### src/rtl/nec_ir_rx_if.sv
// Signal bundle between the NEC IR decoder and its keypad-style consumers.
// The decoder is the master; consumers such as the timer entry logic use the slave view.
interface nec_ir_rx_if;
   logic       ir_in;
   logic [7:0] addr;
   logic [7:0] cmd;
   logic [3:0] set_time;
   logic       ir_ready;
   logic       ir_repeat;
   logic       frame_err;

   modport master (
      input  ir_in,
      output addr, cmd, set_time, ir_ready, ir_repeat, frame_err
   );

   modport slave (
      output ir_in,
      input  addr, cmd, set_time, ir_ready, ir_repeat, frame_err
   );
endinterface

### src/rtl/nec_ir_rx.sv
// NEC IR frame decoder: times marks and spaces in microseconds, assembles the 32-bit
// frame, validates the inverted bytes and maps the command byte to a 4-bit key code.
module nec_ir_rx #(
   parameter int CLK_PER_US = 50,
   parameter bit CHECK_ADDR = 1'b1
) (
   input logic         clk_in,
   input logic         rst,
   nec_ir_rx_if.master ir
);

   localparam int            PW       = (CLK_PER_US > 1) ? $clog2(CLK_PER_US) : 1;
   localparam logic [PW-1:0] PRE_LAST = PW'(CLK_PER_US - 1);

   localparam logic [15:0] LEAD_MARK_MIN  = 16'd8000;
   localparam logic [15:0] LEAD_MARK_MAX  = 16'd10000;
   localparam logic [15:0] LEAD_SPACE_MIN = 16'd4000;
   localparam logic [15:0] LEAD_SPACE_MAX = 16'd5000;
   localparam logic [15:0] RPT_SPACE_MIN  = 16'd2000;
   localparam logic [15:0] RPT_SPACE_MAX  = 16'd2500;
   localparam logic [15:0] BIT_MIN        = 16'd400;
   localparam logic [15:0] BIT_MAX        = 16'd700;
   localparam logic [15:0] ONE_MIN        = 16'd1400;
   localparam logic [15:0] ONE_MAX        = 16'd1900;
   localparam logic [15:0] TIMEOUT        = 16'd12000;

   typedef enum logic [2:0] {
      S_IDLE,
      S_LEAD_MARK,
      S_LEAD_SPACE,
      S_BIT_MARK,
      S_BIT_SPACE
   } state_t;

   function automatic logic in_range(input logic [15:0] w, input logic [15:0] lo,
                                     input logic [15:0] hi);
      return (w >= lo) && (w <= hi);
   endfunction

   function automatic logic [3:0] key_map(input logic [7:0] c);
      case (c)
         8'h16:   return 4'd0;
         8'h0C:   return 4'd1;
         8'h18:   return 4'd2;
         8'h5E:   return 4'd3;
         8'h08:   return 4'd4;
         8'h1C:   return 4'd5;
         8'h5A:   return 4'd6;
         8'h42:   return 4'd7;
         8'h52:   return 4'd8;
         8'h4A:   return 4'd9;
         8'h44:   return 4'hF;
         default: return 4'hE;
      endcase
   endfunction

   logic          sync1, sync2, sync3;
   logic          fall_q, rise_q;
   logic [PW-1:0] pre_cnt;
   logic          us_tick;
   logic [15:0]   width_cnt;
   logic [15:0]   width_now;
   logic          bit_zero, bit_one;
   logic [30:0]   shift_q;
   logic [31:0]   frame_next;
   logic          frame_ok;
   logic [4:0]    bit_cnt;
   logic          last_ok;
   state_t        state;

   // NOTE: sequential state uses non-blocking assignments so every flop samples pre-edge values.
   // The synchroniser resets to the idle-high level so reset release never fakes a mark.
   always_ff @(posedge clk_in or negedge rst) begin
      if (!rst) begin
         sync1  <= 1'b1;
         sync2  <= 1'b1;
         sync3  <= 1'b1;
         fall_q <= 1'b0;
         rise_q <= 1'b0;
      end else begin
         sync1  <= ir.ir_in;
         sync2  <= sync1;
         sync3  <= sync2;
         fall_q <= sync3 & ~sync2;
         rise_q <= ~sync3 & sync2;
      end
   end

   assign us_tick = (pre_cnt == PRE_LAST);

   // Counting the tick of the edge cycle itself makes the judged width exact for any prescaler phase.
   assign width_now = (us_tick && (width_cnt != 16'hFFFF)) ? width_cnt + 16'd1 : width_cnt;

   always_ff @(posedge clk_in or negedge rst) begin
      if (!rst) begin
         pre_cnt   <= '0;
         width_cnt <= '0;
      end else begin
         pre_cnt   <= us_tick ? '0 : pre_cnt + PW'(1);
         width_cnt <= (fall_q | rise_q) ? 16'd0 : width_now;
      end
   end

   assign bit_zero   = in_range(width_now, BIT_MIN, BIT_MAX);
   assign bit_one    = in_range(width_now, ONE_MIN, ONE_MAX);
   assign frame_next = {bit_one, shift_q};
   assign frame_ok   = (frame_next[31:24] == ~frame_next[23:16]) &&
                       (!CHECK_ADDR || (frame_next[15:8] == ~frame_next[7:0]));

   always_ff @(posedge clk_in or negedge rst) begin
      if (!rst) begin
         state        <= S_IDLE;
         bit_cnt      <= '0;
         shift_q      <= '0;
         last_ok      <= 1'b0;
         ir.addr      <= '0;
         ir.cmd       <= '0;
         ir.set_time  <= '0;
         ir.ir_ready  <= 1'b0;
         ir.ir_repeat <= 1'b0;
         ir.frame_err <= 1'b0;
      end else begin
         ir.ir_ready  <= 1'b0;
         ir.ir_repeat <= 1'b0;
         ir.frame_err <= 1'b0;
         if ((state != S_IDLE) && (width_cnt > TIMEOUT)) begin
            ir.frame_err <= 1'b1;
            last_ok      <= 1'b0;
            state        <= S_IDLE;
         end else begin
            case (state)
               S_IDLE: if (fall_q) state <= S_LEAD_MARK;
               S_LEAD_MARK: if (rise_q) begin
                  if (in_range(width_now, LEAD_MARK_MIN, LEAD_MARK_MAX)) begin
                     state <= S_LEAD_SPACE;
                  end else begin
                     ir.frame_err <= 1'b1;
                     last_ok      <= 1'b0;
                     state        <= S_IDLE;
                  end
               end
               S_LEAD_SPACE: if (fall_q) begin
                  if (in_range(width_now, LEAD_SPACE_MIN, LEAD_SPACE_MAX)) begin
                     bit_cnt <= '0;
                     shift_q <= '0;
                     state   <= S_BIT_MARK;
                  end else if (in_range(width_now, RPT_SPACE_MIN, RPT_SPACE_MAX)) begin
                     ir.ir_repeat <= last_ok;
                     state        <= S_IDLE;
                  end else begin
                     ir.frame_err <= 1'b1;
                     last_ok      <= 1'b0;
                     state        <= S_IDLE;
                  end
               end
               S_BIT_MARK: if (rise_q) begin
                  if (in_range(width_now, BIT_MIN, BIT_MAX)) begin
                     state <= S_BIT_SPACE;
                  end else begin
                     ir.frame_err <= 1'b1;
                     last_ok      <= 1'b0;
                     state        <= S_IDLE;
                  end
               end
               S_BIT_SPACE: if (fall_q) begin
                  if (bit_zero || bit_one) begin
                     shift_q <= frame_next[31:1];
                     if (bit_cnt == 5'd31) begin
                        state <= S_IDLE;
                        if (frame_ok) begin
                           ir.addr     <= frame_next[7:0];
                           ir.cmd      <= frame_next[23:16];
                           ir.set_time <= key_map(frame_next[23:16]);
                           ir.ir_ready <= 1'b1;
                           last_ok     <= 1'b1;
                        end else begin
                           ir.frame_err <= 1'b1;
                           last_ok      <= 1'b0;
                        end
                     end else begin
                        bit_cnt <= bit_cnt + 5'd1;
                        state   <= S_BIT_MARK;
                     end
                  end else begin
                     ir.frame_err <= 1'b1;
                     last_ok      <= 1'b0;
                     state        <= S_IDLE;
                  end
               end
               default: state <= S_IDLE;
            endcase
         end
      end
   end

endmodule

### src/flat_wrapper.sv
// flat-port wrapper written by rule: the top's interface ports become plain ports
module nec_ir_rx_flat 
#(
   parameter int CLK_PER_US = 50,
   parameter bit CHECK_ADDR = 1'b1
)
  (clk_in, rst, ir_ir_in, ir_addr, ir_cmd, ir_set_time, ir_ir_ready, ir_ir_repeat, ir_frame_err);
  nec_ir_rx_if ir_i ();
  input logic clk_in;
  input logic rst;
  input wire logic [$bits(ir_i.ir_in)-1:0] ir_ir_in;
  output wire logic [$bits(ir_i.addr)-1:0] ir_addr;
  output wire logic [$bits(ir_i.cmd)-1:0] ir_cmd;
  output wire logic [$bits(ir_i.set_time)-1:0] ir_set_time;
  output wire logic [$bits(ir_i.ir_ready)-1:0] ir_ir_ready;
  output wire logic [$bits(ir_i.ir_repeat)-1:0] ir_ir_repeat;
  output wire logic [$bits(ir_i.frame_err)-1:0] ir_frame_err;
  assign ir_i.ir_in = ir_ir_in;
  assign ir_addr = ir_i.addr;
  assign ir_cmd = ir_i.cmd;
  assign ir_set_time = ir_i.set_time;
  assign ir_ir_ready = ir_i.ir_ready;
  assign ir_ir_repeat = ir_i.ir_repeat;
  assign ir_frame_err = ir_i.frame_err;
  nec_ir_rx #(.CLK_PER_US(CLK_PER_US), .CHECK_ADDR(CHECK_ADDR)) u_core (.clk_in(clk_in), .rst(rst), .ir(ir_i));
endmodule
### config.mk
export PLATFORM = sky130hd
export DESIGN_NAME = nec_ir_rx_flat
export DESIGN_NICKNAME = d
export VERILOG_FILES = /design/src/rtl/nec_ir_rx_if.sv /design/src/rtl/nec_ir_rx.sv /design/src/flat_wrapper.sv
export SDC_FILE = /design/constraint.sdc
export NUM_CORES = 1
export LEC_CHECK = 0
export CELL_PAD_IN_SITES_DETAIL_PLACEMENT = 1
export CELL_PAD_IN_SITES_GLOBAL_PLACEMENT = 2
export CORE_ASPECT_RATIO = 1.4
export CORE_MARGIN = 3
export CORE_UTILIZATION = 42
export CTS_BUF_LIST = sky130_fd_sc_hd__clkbuf_16
export DETAILED_ROUTE_END_ITERATION = 10
export DONT_BUFFER_PORTS = 1
export GPL_TIMING_DRIVEN = 0
export PLACE_DENSITY_LB_ADDON = 0.25
export RECOVER_POWER = 25
export SLEW_MARGIN = 20
export SYNTH_ARGS = -nofsm -noshare
export SYNTH_HDL_FRONTEND = slang
export SYNTH_SLANG_ARGS = --single-unit
### constraint.sdc
create_clock -name clk_in -period 5.5 [get_ports clk_in]
set_input_delay 0.55 -clock clk_in [delete_from_list [all_inputs] [get_ports clk_in]]
set_output_delay 0.55 -clock clk_in [all_outputs]
set_load 0.01 [all_outputs]
### After elaboration in Yosys (flattened, before gate mapping)

Index checks and enable logic that the tools add are counted.

* add/sub/neg operators: 3
* order comparisons: 11
* equal/unequal tests: 34
* muxes and demuxes: 62
* bitwise logic cells: 8
* reductions and logical operators: 18

Operators by type and width (count)
* 31-bit 2-to-1 mux: 4
* 31-bit one-hot mux with 2 select lines: 1
* 8-bit by 7-bit == test with 1-bit output (second input constant): 6
* 4-bit one-hot mux with 11 select lines: 1
* 1-bit 2-to-1 mux: 33
* 16-bit by 11-bit >= comparator with 1-bit output (second input constant): 2
* 16-bit 2-to-1 mux: 2
* 5-bit 2-to-1 mux: 5
* 8-bit by 5-bit == test with 1-bit output (second input constant): 3
* 3-bit 2-to-1 mux: 7
* 16-bit by 1-bit adder with 16-bit output (second input constant): 1
* 8-bit by 4-bit == test with 1-bit output (second input constant): 2
* 8-bit == test: 2
* 16-bit by 12-bit >= comparator with 1-bit output (second input constant): 1
* 16-bit by 13-bit >= comparator with 1-bit output (second input constant): 1
* 16-bit by 9-bit >= comparator with 1-bit output (second input constant): 1
* 16-bit by 14-bit > comparator with 1-bit output (second input constant): 1
* 16-bit by 10-bit <= comparator with 1-bit output (second input constant): 1
* 16-bit by 11-bit <= comparator with 1-bit output (second input constant): 1
* 16-bit by 12-bit <= comparator with 1-bit output (second input constant): 1
* 16-bit by 13-bit <= comparator with 1-bit output (second input constant): 1
* 16-bit by 14-bit <= comparator with 1-bit output (second input constant): 1
* 16-bit inequality test (second input constant): 1
* 8-bit inverter: 2
* other kinds (31): 55

* bits in registers: 90
* bits of input ports: 3
* output and inout bits: 23
* logic and storage cells: 153

### Depth between registers and ports, before layout

* depth in word-level cells: 13
* gate-level depth with buffers: 14
* mapped depth without buffers: 12

### Worst setup path after synthesis

Ideal clock, no wire load.

* kind: reg-to-reg
* from: register u_core.pre_cnt[1]
* to: register u_core.shift_q[30]
* library setup time: 0.128 ns
* arrival: 3.286 ns
* data required time: 5.372 ns
* slack: 2.086 ns
* cell stages (with the launch flop): 11
* buffers on the path: 0
* period minus slack after synthesis: 3.414 ns
* path through: dfrtp_1 > inv_1 > ha_1 > or3b_4 > nor4_4 > or3b_4 > xor2_1 > or4_4 > o21ba_2 > a21oi_4 > mux2_1

* cells in the longest elaborated chain, start to end: 8
* elaborated cells on any way between the ends: 19
* classes of those cells: 6 x order compare; 3 x eq/ne; 4 x mux; 6 x reduce/logical

RTL lines
* start, declared: line nec_ir_rx.sv:59 `logic [PW-1:0] pre_cnt;`
* start signal, assigned: line nec_ir_rx.sv:99 `pre_cnt <= us_tick ? '0 : pre_cnt + PW'(1);`
* 6-bit == test *: line nec_ir_rx.sv:89 `assign us_tick = (pre_cnt == PRE_LAST);`
* 1-bit logical AND *: line nec_ir_rx.sv:92 `assign width_now = (us_tick && (width_cnt != 16'hFFFF)) ? width_cnt + 16'd1 : width_cnt;`
* 16-bit 2-to-1 mux *: line nec_ir_rx.sv:92
* 16-bit by 11-bit >= comparator with 1-bit output, or another cell as far along: line nec_ir_rx.sv:37 `return (w >= lo) && (w <= hi);`
* 1-bit logical AND: line nec_ir_rx.sv:37
* 31-bit 2-to-1 mux / 1-bit logical OR (equally long branches): line nec_ir_rx.sv:166 `if (bit_zero || bit_one) begin`
* 31-bit 2-to-1 mux / 2-bit by 1-bit inequality test with 1-bit output (equally long branches)
* 31-bit one-hot mux with 2 select lines / 6-bit AND reduction (equally long branches)
* end signal, assigned: line nec_ir_rx.sv:167 `shift_q <= frame_next[31:1];`
* end, declared: line nec_ir_rx.sv:64 `logic [30:0] shift_q;`

Mark *: on every way between the ends. The rest lies on a longest branch, timed or not. The select of a mux whose other input is x is not followed.
A chain may end at the register's enable or synchronous reset.

### Worst setup path after layout

* from: register u_core.pre_cnt[1]
* to: register u_core.shift_q[25]

* cells in the longest elaborated chain, start to end: 8
* elaborated cells on any way between the ends: 16
* classes of those cells: 6 x order compare; 3 x eq/ne; 1 x mux; 6 x reduce/logical

RTL lines (line)
* 6-bit == test *: nec_ir_rx.sv:89
* 1-bit logical AND *: nec_ir_rx.sv:92
* 16-bit 2-to-1 mux *: nec_ir_rx.sv:92
* 16-bit by 9-bit >= comparator with 1-bit output, or another cell as far along: nec_ir_rx.sv:37
* 1-bit logical AND: nec_ir_rx.sv:37
* 1-bit logical OR: nec_ir_rx.sv:166
* 2-bit by 1-bit inequality test with 1-bit output (no line)
* 6-bit AND reduction (no line) *

Mark *: on every way between the ends. The rest lies on a longest branch, timed or not.

==> impl_results.md <==
* CTS tree: built
* GP Congestion at 0.887
* Max Fclk at 0.256 GHz
* RSZ-0062 raised after global routing: no
* Distinct cells, synth at 77
* Internal power at 1.13 mW
* CTS Buffer Depth at 2
* Synth async-reset ratio at 100%
* CP arrival at 4170 ps
* Largest area contributor in the netlist: dfrtp_1
* Worst Path Required at 5760 ps
* Setup TNS at 0 ps
* Final min period at 3900 ps
* Clock power frac at 50.6%
* Vias per cell at 5.88
* Seq pwr share at 46.9%
* WP buf/inv at 3
* Mapped Area at 5500 µm²
* Ant. Diodes at 0
* Clk slew on worst S/H paths at 70 ps
* Post CTS Setup Buffer Count at 0
* Port Buffers at 0
* Layout area overhead at 10.3%
* Syn_nets at 586
* Slew margin rel. at 48.7%
* Hpwl dp at 10.8 mm
* Die width at 103 µm
* Vias in the first global route at 4757
* Initial antenna violation count at 0
* Clock Skews at 9.49 ps
* Drt drc at 0
* First-pass GRT wire length at 24.5 mm
* Compound-gate portion of the synthesized area at 12.4%
* Fin worst setup slack at 1600 ps
* Synth top cells by count: dfrtp_1, nand2_1, nor2_1, inv_1, mux2i_1
* Yosys top cell area share at 39.6%
* Die Y at 141 µm
* Final hold vios at 0
* DR iter-0 viols at 127
* Post-CTS Hold Fix Bufs at 1
* Status: complete, no violations
* Critical path capture point type: register
* Global-route usage over all layers at 21.5%
* Syn Inst Count at 577
* Clock Root Buffer: clkbuf_16
* WL final at 14.8 mm
* CTS Sinks at 90
* Crit-path max cell delay at 410 ps
* Worst Hold Margin at 48.2 ps
* DR WL/cell at 19.9 µm
* Via count at 4373
* Rows at 48
* DP Worst Slack at 1610 ps
* Post-Syn Area per Cell at 9.54 µm²
* Worst skew pair latency at 350 ps
* Dominant synthesized flop cell: dfrtp_1
* Ys Warns at 0
* I/O Pins at 26
* DR pass1 iterations at 4
* Fillers at 1442
* Synthesized flop and latch total at 90
* Leakage at 2.55 nW
* Startpoint Class: register
* Worst Tran Pin Value at 763 ps
* Crit path max fanout at 10
* Adder-Cell Fraction of Synth Area at 1.55%
* Slowest-stage cell, CP: or3b_4
* Final worst path period share at 71.0%
* Peak VDD IR at 0.000169 V
* PwrDens at 236 nW/µm²
* GR Overflow Total at 0
* Most common cell on crit path: mux2i_1
* Mux contribution to synthesized area at 11.2%
* # nets final at 598
* Die footprint at 14500 µm²
* XOR/XNOR Fraction of Synth Area at 5.73%
* Switching share of power at 21.5%
* Post-synth EDFFs at 0
* Largest family of logic cells by synthesized area: simple AND/OR/NAND/NOR gates
* WS Path Type: reg -> reg
* Simple logic cell fraction of the synthesized area at 22.0%
* Final Slew Violations at 0
* H-Tree Depth at 3
* Max Cap Viol at 0
* Setup Viol. Count Final at 0
* Largest net degree at the start of global routing at 88
* Initial core utilization at 43.8%
* Area contributors post-synth: dfrtp_1, mux2i_1, mux2_1
* Core Area at 12600 µm²
* Post-route ant nets at 0
* TritonCTS Buffers at 9
* Comb power frac at 2.5%
* Ratio of cells with drive above 1 in the final layout at 10.4%
* Worst hold path class: in -> async
* Top Family by Delay on Critical Path: simple AND/OR/NAND/NOR gates
* Most numerous cell in the Yosys netlist: dfrtp_1
* Crit-path cells: inv_1, ha_1, or3b_4, nor2_1, buf_2, and3_1, mux2i_1, a311oi_1, o32ai_1, a31oi_1, nand2b_1, a21oi_4, buf_12, mux2i_1
* Cts repair resizes at 0
* Seq/Total Area, Yosys at 41.0%
* P_sw at 0.307 mW
layer usage:
metal  global-route usage [%]  wire, µm  vias up  part of all wire, %
met1                     24.7      6000     2207                   40
met4                     8.12       376        0                  2.5
met2                     39.6      8080       63                   55
met3                     3.10       364       29                  2.5
met5                        0         0        -                    0
li1                         -         -     2074                    -
power groups by stage:
stage / Clock (mW) / Combinational, mW / Sequential, mW
2_1_floorplan: 0 / 0.0162 / 0.683
3_3_place_gp: 0 / 0.0201 / 0.685
3_5_place_dp: 0 / 0.0210 / 0.685
4_1_cts: 0.742 / 0.0367 / 0.672
5_1_grt: 0.777 / 0.0408 / 0.673
6_report: 0.725 / 0.0353 / 0.672
registers in the layout (all words and copies together), names as in the netlist, 3 cells and up:
name	cells
u_core.state	3
u_core.pre_cnt	6
u_core.shift_q	31
u_core.ir.cmd	8
u_core.ir.addr	8
u_core.width_cnt	16
u_core.bit_cnt	5
u_core.ir.set_time	4
area by class of cell:
class	instances	area (µm²)	share of cell area, %
multi-input combinational	417	2910	47.9
sequential	90	2260	37.2
clock buffer	9	225	3.71
buffer	31	194	3.20
tap	150	188	3.09
inverter	39	146	2.41
clock inverter	7	124	2.04
timing repair buffer	1	27.5	0.454
kinds of logic (layout without fill, tap and decap cells):
kind of cell | after synthesis | after routing
AND/OR/NAND/NOR | 221 | 221
buffers and inverters | 70 | 87
XOR/XNOR | 36 | 36
multiplexers | 58 | 58
flip-flops | 90 | 90
AO/OA/AOI/OAI | 95 | 95
adder cells (fa/ha/maj) | 7 | 7
metrics by stage:
step / utilization, % / power (mW) / cells / area, µm²
5_1_grt: 48.3 / 1.49 / 744 / 6070
3_5_place_dp: 45.3 / 0.706 / 727 / 5690
6_report: 48.3 / 1.43 / 744 / 6070
2_1_floorplan: - / 0.699 / 577 / 5500
4_1_cts: 48.3 / 1.45 / 744 / 6070
3_3_place_gp: 45.3 / 0.705 / 727 / 5690
placed cells by master (no fill, tap or decap), drive strengths merged, types with 10 or more instances in the layout:
cell	count
nand2	64
nand4	18
mux2i	33
xnor2	13
mux2	25
nor2	44
clkbuf	25
a31oi	10
nand3	13
nor3	16
dfrtp	87
a21oi	15
o21ai	20
inv	41
nor4	10
xor2	23
buf	16
final timing paths:
check | from | cells after the start | slack (ps) | to
min in group clk_in | ir_ir_in | 0 | 200 | u_core.sync1
max reg2reg | u_core.pre_cnt[1] | 14 | 1600 | u_core.shift_q[25]
min reg2reg | u_core.sync1 | 0 | 360 | u_core.sync2
max in group asynchronous | rst | 1 | 5020 | u_core.width_cnt[14]
max | u_core.pre_cnt[1] | 14 | 1600 | u_core.shift_q[25]
min | rst | 0 | 50 | u_core.sync3
Power figures use the tool's default switching activity.
